`config.mk`:
```
export PLATFORM = sky130hd
export DESIGN_NAME = fp32_to_fixed
export DESIGN_NICKNAME = d
export VERILOG_FILES = /design/src/rtl/fp32_to_fixed_pkg.sv /design/src/rtl/dff_en.sv /design/src/rtl/fp32_to_fixed_align.sv /design/src/rtl/fp32_to_fixed.sv
export SDC_FILE = /design/constraint.sdc
export NUM_CORES = 1
export LEC_CHECK = 0
export CORE_MARGIN = 2
export CORE_UTILIZATION = 44
export DETAILED_ROUTE_END_ITERATION = 8
export MAX_ROUTING_LAYER = met4
export PLACE_DENSITY = 0.68
export SKIP_LAST_GASP = 1
export SLEW_MARGIN = 5
export SYNTH_ARGS = -nofsm -noshare
export SYNTH_HDL_FRONTEND = slang
export SYNTH_HIERARCHICAL = 1
export SYNTH_SLANG_ARGS = --single-unit
```
`constraint.sdc`:
```
create_clock -name clk -period 10.5 [get_ports clk]
set_input_delay 3.15 -clock clk [delete_from_list [all_inputs] [get_ports clk]]
set_output_delay 3.15 -clock clk [all_outputs]
set_load 0.1 [all_outputs]
```
`src/rtl/fp32_to_fixed_pkg.sv`:
```
// Shared SFU definitions: FP32 field geometry, special-exponent encoding,
// the packed FP32 view used by both the float adder and this converter,
// and the rounding-mode enumeration (only round-to-nearest-even is built).
package fp32_to_fixed_pkg;

    localparam int FP32_W         = 32;
    localparam int FP32_EXPO_W    = 8;
    localparam int FP32_MANT_W    = 23;
    localparam int FP32_EXPO_BIAS = 127;

    localparam logic [FP32_EXPO_W-1:0] EXPO_ALL_ONES = {FP32_EXPO_W{1'b1}};

    typedef struct packed {
        logic                   sign;
        logic [FP32_EXPO_W-1:0] expo;
        logic [FP32_MANT_W-1:0] mant;
    } fp32_t;

    typedef enum logic [1:0] {
        RND_RNE = 2'd0,
        RND_RTZ = 2'd1,
        RND_RUP = 2'd2,
        RND_RDN = 2'd3
    } rnd_mode_e;

endpackage

```
`src/rtl/dff_en.sv`:
```
// Enable-gated register cell with asynchronous active-high reset.
// Every pipeline flop of the SFU units is built from this cell.
module dff_en #(
    parameter int         W       = 1,
    parameter logic [W-1:0] RST_VAL = '0
) (
    input  logic         clk,
    input  logic         rst,
    input  logic         en_i,
    input  logic [W-1:0] d_i,
    output logic [W-1:0] q_o
);

    // Hold unless enabled; reset forces the reset value at once.
    always_ff @(posedge clk or posedge rst) begin
        if (rst) begin
            q_o <= RST_VAL;
        end else if (en_i) begin
            q_o <= d_i;
        end
    end

endmodule

```
`src/rtl/fp32_to_fixed_align.sv`:
```
// fix_align_shifter: bidirectional barrel shifter for the align stage.
// A non-negative shift moves the 24-bit significand left into the output
// field; a negative shift moves it right and collects guard/sticky bits.
module fix_align_shifter #(
    parameter int MANT_WIDTH = 23,
    parameter int OUT_WIDTH  = 32,
    parameter int SH_W       = 10
) (
    input  logic                   [MANT_WIDTH:0] m24_i,
    input  logic signed            [SH_W-1:0]     sh_i,
    output logic                   [OUT_WIDTH-1:0] mag_o,
    output logic                                   guard_o,
    output logic                                   sticky_o,
    output logic                                   ovf_o
);

    localparam int MW = MANT_WIDTH + 1;
    localparam int RW = 2 * MW + 2;

    logic [SH_W-1:0]      amt;
    logic [OUT_WIDTH-1:0] lext;
    logic [RW-1:0]        rext;
    logic [RW-1:0]        rsh;

    // Select shift direction from the sign of sh and form magnitude/guard/sticky.
    always_comb begin
        amt      = sh_i[SH_W-1] ? SH_W'(-sh_i) : SH_W'(sh_i);
        lext     = {{(OUT_WIDTH-MW){1'b0}}, m24_i};
        rext     = {m24_i, {(MW+2){1'b0}}};
        rsh      = '0;
        mag_o    = '0;
        guard_o  = 1'b0;
        sticky_o = 1'b0;
        ovf_o    = 1'b0;
        if (!sh_i[SH_W-1]) begin
            mag_o = lext << amt;
            // Flag only shifts that push set bits past the MSB. A shift that
            // lands exactly on 2^(OUT_WIDTH-1) still fits and is resolved by
            // the saturation compare, so -2^(OUT_WIDTH-1) stays exact.
            ovf_o = (amt > SH_W'(OUT_WIDTH - MW));
        end else if (amt > SH_W'(MW + 1)) begin
            sticky_o = 1'b1;
        end else begin
            rsh      = rext >> amt;
            mag_o    = {{(OUT_WIDTH-MW){1'b0}}, rsh[RW-1:MW+2]};
            guard_o  = rsh[MW+1];
            sticky_o = |rsh[MW:0];
        end
    end

endmodule

```
`src/rtl/fp32_to_fixed.sv`:
```
// fp32_to_fixed: 3-stage IEEE-754 single -> signed fixed-point converter.
// Stage 0 unpacks, stage 1 aligns, stage 2 rounds (RNE), signs and
// saturates. en freezes all stages; valid is a tag riding with the data.
// Optional build macro FP2FIX_STATUS_EN adds status = {nan, sat, inexact}.
module fp32_to_fixed
    import fp32_to_fixed_pkg::*;
#(
    parameter int DATA_WIDTH = FP32_W,
    parameter int EXPO_WIDTH = FP32_EXPO_W,
    parameter int MANT_WIDTH = FP32_MANT_W,
    parameter int OUT_WIDTH  = 32,
    parameter int EXPO_BIAS  = FP32_EXPO_BIAS
) (
    input  logic                         clk,
    input  logic                         rst,
    input  logic                         en,
    input  logic                         vld_in,
    input  logic [DATA_WIDTH-1:0]        Oprand,
    input  logic [$clog2(OUT_WIDTH)-1:0] frac_bits,
    output logic [OUT_WIDTH-1:0]         Result,
    output logic                         vld_out
`ifdef FP2FIX_STATUS_EN
    ,
    output logic [2:0]                   status
`endif
);

    localparam int SH_W = EXPO_WIDTH + 2;

    localparam logic [OUT_WIDTH:0]   LIM  = {2'b01, {(OUT_WIDTH-1){1'b0}}};
    localparam logic [OUT_WIDTH-1:0] MAXP = {1'b0, {(OUT_WIDTH-1){1'b1}}};
    localparam logic [OUT_WIDTH-1:0] MINN = {1'b1, {(OUT_WIDTH-1){1'b0}}};

    typedef struct packed {
        logic                   sign;
        logic                   zero_den;
        logic                   inf;
        logic                   nan;
        logic signed [SH_W-1:0] sh;
        logic [MANT_WIDTH:0]    m24;
    } s0_t;

    typedef struct packed {
        logic                 sign;
        logic                 zero_den;
        logic                 inf;
        logic                 nan;
        logic                 ovf;
        logic                 guard;
        logic                 sticky;
        logic [OUT_WIDTH-1:0] mag;
    } s1_t;

    function automatic logic rne_inc(input logic guard, input logic sticky,
                                     input logic lsb);
        return guard & (sticky | lsb);
    endfunction

    function automatic logic sat_check(input logic sign, input logic ovf,
                                       input logic [OUT_WIDTH:0] mag_r);
        if (ovf) return 1'b1;
        return sign ? (mag_r > LIM) : (mag_r >= LIM);
    endfunction

    logic [EXPO_WIDTH-1:0] expo;
    logic [MANT_WIDTH-1:0] mant;
    s0_t                   stg_p0_d, stg_p0_q;
    s1_t                   stg_p1_d, stg_p1_q;
    logic                  vld_p0_q, vld_p1_q;
    logic                  inc;
    logic [OUT_WIDTH:0]    mag_r;
    logic                  sat;
    logic [OUT_WIDTH-1:0]  res_d;

    // ---- stage 0: unpack fields, class flags and alignment shift ----
    always_comb begin
        expo              = Oprand[DATA_WIDTH-2 -: EXPO_WIDTH];
        mant              = Oprand[MANT_WIDTH-1:0];
        stg_p0_d.sign     = Oprand[DATA_WIDTH-1];
        stg_p0_d.zero_den = (expo == '0);
        stg_p0_d.inf      = (expo == EXPO_WIDTH'(EXPO_ALL_ONES)) && (mant == '0);
        stg_p0_d.nan      = (expo == EXPO_WIDTH'(EXPO_ALL_ONES)) && (mant != '0);
        stg_p0_d.sh       = SH_W'(expo) - SH_W'(EXPO_BIAS + MANT_WIDTH)
                          + SH_W'(frac_bits);
        stg_p0_d.m24      = {1'b1, mant};
    end

    dff_en #(.W($bits(s0_t))) u_stg_p0 (
        .clk(clk), .rst(rst), .en_i(en), .d_i(stg_p0_d), .q_o(stg_p0_q)
    );
    dff_en #(.W(1)) u_vld_p0 (
        .clk(clk), .rst(rst), .en_i(en), .d_i(vld_in), .q_o(vld_p0_q)
    );

    // ---- stage 1: align significand into the fixed-point grid ----
    fix_align_shifter #(
        .MANT_WIDTH(MANT_WIDTH),
        .OUT_WIDTH (OUT_WIDTH),
        .SH_W      (SH_W)
    ) u_align (
        .m24_i   (stg_p0_q.m24),
        .sh_i    (stg_p0_q.sh),
        .mag_o   (stg_p1_d.mag),
        .guard_o (stg_p1_d.guard),
        .sticky_o(stg_p1_d.sticky),
        .ovf_o   (stg_p1_d.ovf)
    );

    assign stg_p1_d.sign     = stg_p0_q.sign;
    assign stg_p1_d.zero_den = stg_p0_q.zero_den;
    assign stg_p1_d.inf      = stg_p0_q.inf;
    assign stg_p1_d.nan      = stg_p0_q.nan;

    dff_en #(.W($bits(s1_t))) u_stg_p1 (
        .clk(clk), .rst(rst), .en_i(en), .d_i(stg_p1_d), .q_o(stg_p1_q)
    );
    dff_en #(.W(1)) u_vld_p1 (
        .clk(clk), .rst(rst), .en_i(en), .d_i(vld_p0_q), .q_o(vld_p1_q)
    );

    // ---- stage 2: round to nearest-even, apply sign, saturate, specials ----
    always_comb begin
        inc   = rne_inc(stg_p1_q.guard, stg_p1_q.sticky, stg_p1_q.mag[0]);
        mag_r = {1'b0, stg_p1_q.mag} + (OUT_WIDTH+1)'(inc);
        sat   = sat_check(stg_p1_q.sign, stg_p1_q.ovf, mag_r);
        if (stg_p1_q.nan) begin
            res_d = MAXP;
        end else if (stg_p1_q.inf) begin
            res_d = stg_p1_q.sign ? MINN : MAXP;
        end else if (stg_p1_q.zero_den) begin
            res_d = '0;
        end else if (sat) begin
            res_d = stg_p1_q.sign ? MINN : MAXP;
        end else begin
            res_d = stg_p1_q.sign ? (OUT_WIDTH'(0) - mag_r[OUT_WIDTH-1:0])
                                  : mag_r[OUT_WIDTH-1:0];
        end
    end

    dff_en #(.W(OUT_WIDTH)) u_res_p2 (
        .clk(clk), .rst(rst), .en_i(en), .d_i(res_d), .q_o(Result)
    );
    dff_en #(.W(1)) u_vld_p2 (
        .clk(clk), .rst(rst), .en_i(en), .d_i(vld_p1_q), .q_o(vld_out)
    );

`ifdef FP2FIX_STATUS_EN
    logic       sat_flag;
    logic       inexact;
    logic [2:0] status_d;

    // Status flags follow the same classification as the result mux.
    always_comb begin
        sat_flag = stg_p1_q.inf
                 | (!stg_p1_q.nan && !stg_p1_q.zero_den && sat);
        inexact  = (stg_p1_q.guard | stg_p1_q.sticky) && !sat_flag
                 && !stg_p1_q.nan && !stg_p1_q.zero_den;
        status_d = {stg_p1_q.nan, sat_flag, inexact};
    end

    dff_en #(.W(3)) u_status_p2 (
        .clk(clk), .rst(rst), .en_i(en), .d_i(status_d), .q_o(status)
    );
`endif

endmodule
```
==> results.txt <==
core box area: 24400 um^2
nets: 1257
setup TNS: 0 ns
RD Place Congestion: 0.969
FP Rows: 57
CP Capture Type: flop
YS warnings: 6
CP Data Required Time: 10.81 ns
hold-fix buffers at CTS: 0
Die X-Extent: 162 um
Post-Syn Instances: 1202
Layout Utilization: 49.4%
Final ANT Viol Nets: 0
die footprint: 26200 um^2
clk root buf: clkbuf_16
Ports: 74
DRC: 0
setup violators final: 0
Die Y: 162 um
diode count: 0
Crit Path Max Fanout: 6
vias in the first global route: 9143
initial antenna violation count: 0
clk_skew: 0.0127 ns
gr ovfl total: 0
Routed wire per std cell: 20.5 um
final WL: 31.5 mm
actual slew at the worst max-slew pin: 1.14 ns
unrepaired setup endpoints after global routing: no
most common cell after layout, fill and taps aside: nand2_1
Max-slew headroom: 23.7%
Post-CTS Repair Setup Buffers: 0
most frequent cells in the layout: nand2_1, dfrtp_1, clkdlybuf4s50_1
proportion of layout cells with a drive suffix above 1: 17.2%
area of placed instances: 11700 um^2
Hold Slack: 0.512 ns
Critical Path Source Type: input port
Worst R2R Path Depth: 12
CTS max path bufs: 2
Tot Pwr: 0.00301 W
post-synth cell types: 96
final slew viol count: 0
post-cts sizing count: 0
level count of the clock H-tree: 3
Worst Hold Class: reg2reg
sequential share of the synthesized area: 25.6%
Pleak: 5.02 nW
Worst-Skew Late Latency: 0.37 ns
Tot GR Track Use: 24.9%
CTS Buf Count: 9
Clock Pin Slew Worst Setup and Hold Paths: 0.08 ns
vias after detailed routing: 9782
Initial Util: 44.9%
Critical Path AT: 5.77 ns
crit path time final: 5.46 ns
port bufs: 73
Yosys reg bits: 112
pwr/cell area: 250 nW/um^2
CP Class: in2reg
Fin. Hold Viols: 0
fmax: 183 MHz
Iter 0 DRT Violations: 1006
Final period util: 52.0%
clock sink count: 112
CTS tree: built
fraction of registers with async set/reset: 100%
Detailed Place HPWL: 23.2 mm
Post-synth EDFFs: 0
IR drop worst, VDD: 0.000164 V
Syn Area/Cell: 9.11 um^2
hold path cells: 1
Pre-Repair DR Iteration Count: 6
Primary FF master, synth: dfrtp_1
global-route wire length before repair: 50.8 mm
Mapped Nets: 1254
pin count of the biggest net entering global routing: 68
status: finished, final reports clean
Cell Area, Synth: 10900 um^2
Via density: 6.38
Area Overhead vs Synth: 10.0%
fin area: 12000 um^2
max-capacitance violation count: 0
area by class of cell:
type / instances / area [um^2]
Timing Repair Buffer: 90 / 860
Multi-Input combinational cell: 970 / 7590
Fill cell: 2338 / 12300
Clock inverter: 6 / 76.3
Sequential cell: 112 / 2800
Clock buffer: 10 / 229
Inverter: 22 / 82.6
Tap cell: 324 / 405
power by group:
group | total (W) | switching (W) | internal, W
registers | 0.000622 | 0.000102 | 0.000520
clock network | 0.000370 | 0.000180 | 0.000189
logic | 0.00202 | 0.00132 | 0.000703
path summary, 6_finish.rpt:
kind | startpoint | slack (ns) | endpoint
worst min register to register | u_res_p2/q_o[16] | 0.51 | u_res_p2/q_o[16]
worst max register to register | u_stg_p1/q_o[0] | 5.54 | u_res_p2/q_o[15]
worst max-delay path | Oprand[24] | 5.04 | u_stg_p0/q_o[31]
worst min-delay path | u_res_p2/q_o[16] | 0.51 | u_res_p2/q_o[16]
max in group asynchronous | rst | 6.80 | u_stg_p1/q_o[24]
min in group asynchronous | rst | 3.05 | u_vld_p0/q_o
Yosys cell counts (15+ instances only):
master / n / area share (%)
nand2_1: 126 / 4.3
dfrtp_1: 112 / 26
mux2i_1: 65 / 5.9
nor2_1: 65 / 2.2
mux2_4: 63 / 8.6
mux2_2: 59 / 6.1
a21oi_1: 54 / 2.5
nand3_1: 53 / 2.4
xnor2_1: 49 / 3.9
clkbuf_1: 48 / 1.6
nor3_1: 45 / 2.1
o21ai_0: 34 / 1.6
buf_2: 26 / 1.2
xor2_1: 25 / 2.0
inv_1: 21 / 0.72
nand4_1: 21 / 1.2
nor4_1: 21 / 1.2
mux4_2: 18 / 3.7
o22ai_1: 17 / 0.97
o21ai_1: 16 / 0.73
o31ai_1: 15 / 1.0
logic make-up (layout without fill, tap and decap cells):
| family | after synthesis | in the layout | synth area share, % |
|---|---|---|---|
| simple gates | 416 | 416 | 19.0 |
| other cells | 1 | 1 | 0.0343 |
| buf+inv | 120 | 128 | 5.61 |
| fa+ha+maj | 11 | 11 | 1.33 |
| flops | 112 | 112 | 25.6 |
| mux | 211 | 211 | 25.7 |
| xor+xnor | 75 | 75 | 6.07 |
| compound gates | 256 | 256 | 16.7 |
through the flow:
step,setup slack [ns],cells
global route,4.82,1534
global placement,4.76,1518
CTS,5.05,1534
detailed placement,4.66,1518
floorplan,5.46,1202
finish,5.04,1534
state kept, by name, indices dropped and copies added (netlist names):
signal	flops
u_res_p2/q_o	32
u_vld_p2/q_o	1
u_stg_p1/q_o	39
u_vld_p0/q_o	1
u_stg_p0/q_o	38
u_vld_p1/q_o	1
per-layer routing:
layer,GRT usage [%],share of wire [%],vias up
li1,-,-,4534
met1,34.3,44,4755
met2,38.1,46,432
met3,3.40,7.1,61
met4,8.49,2.6,0
met5,-,0,-
critical path, cell delays in order:
cell	delay (ns)
clkdlybuf4s50_1	0.48
ha_1	0.33
ha_1	0.32
a21oi_1	0.24
o21bai_1	0.11
a21oi_1	0.40
o21ai_0	0.16
a222oi_1	0.37
mux2_4	0.20
Power figures use the tool's default switching activity.
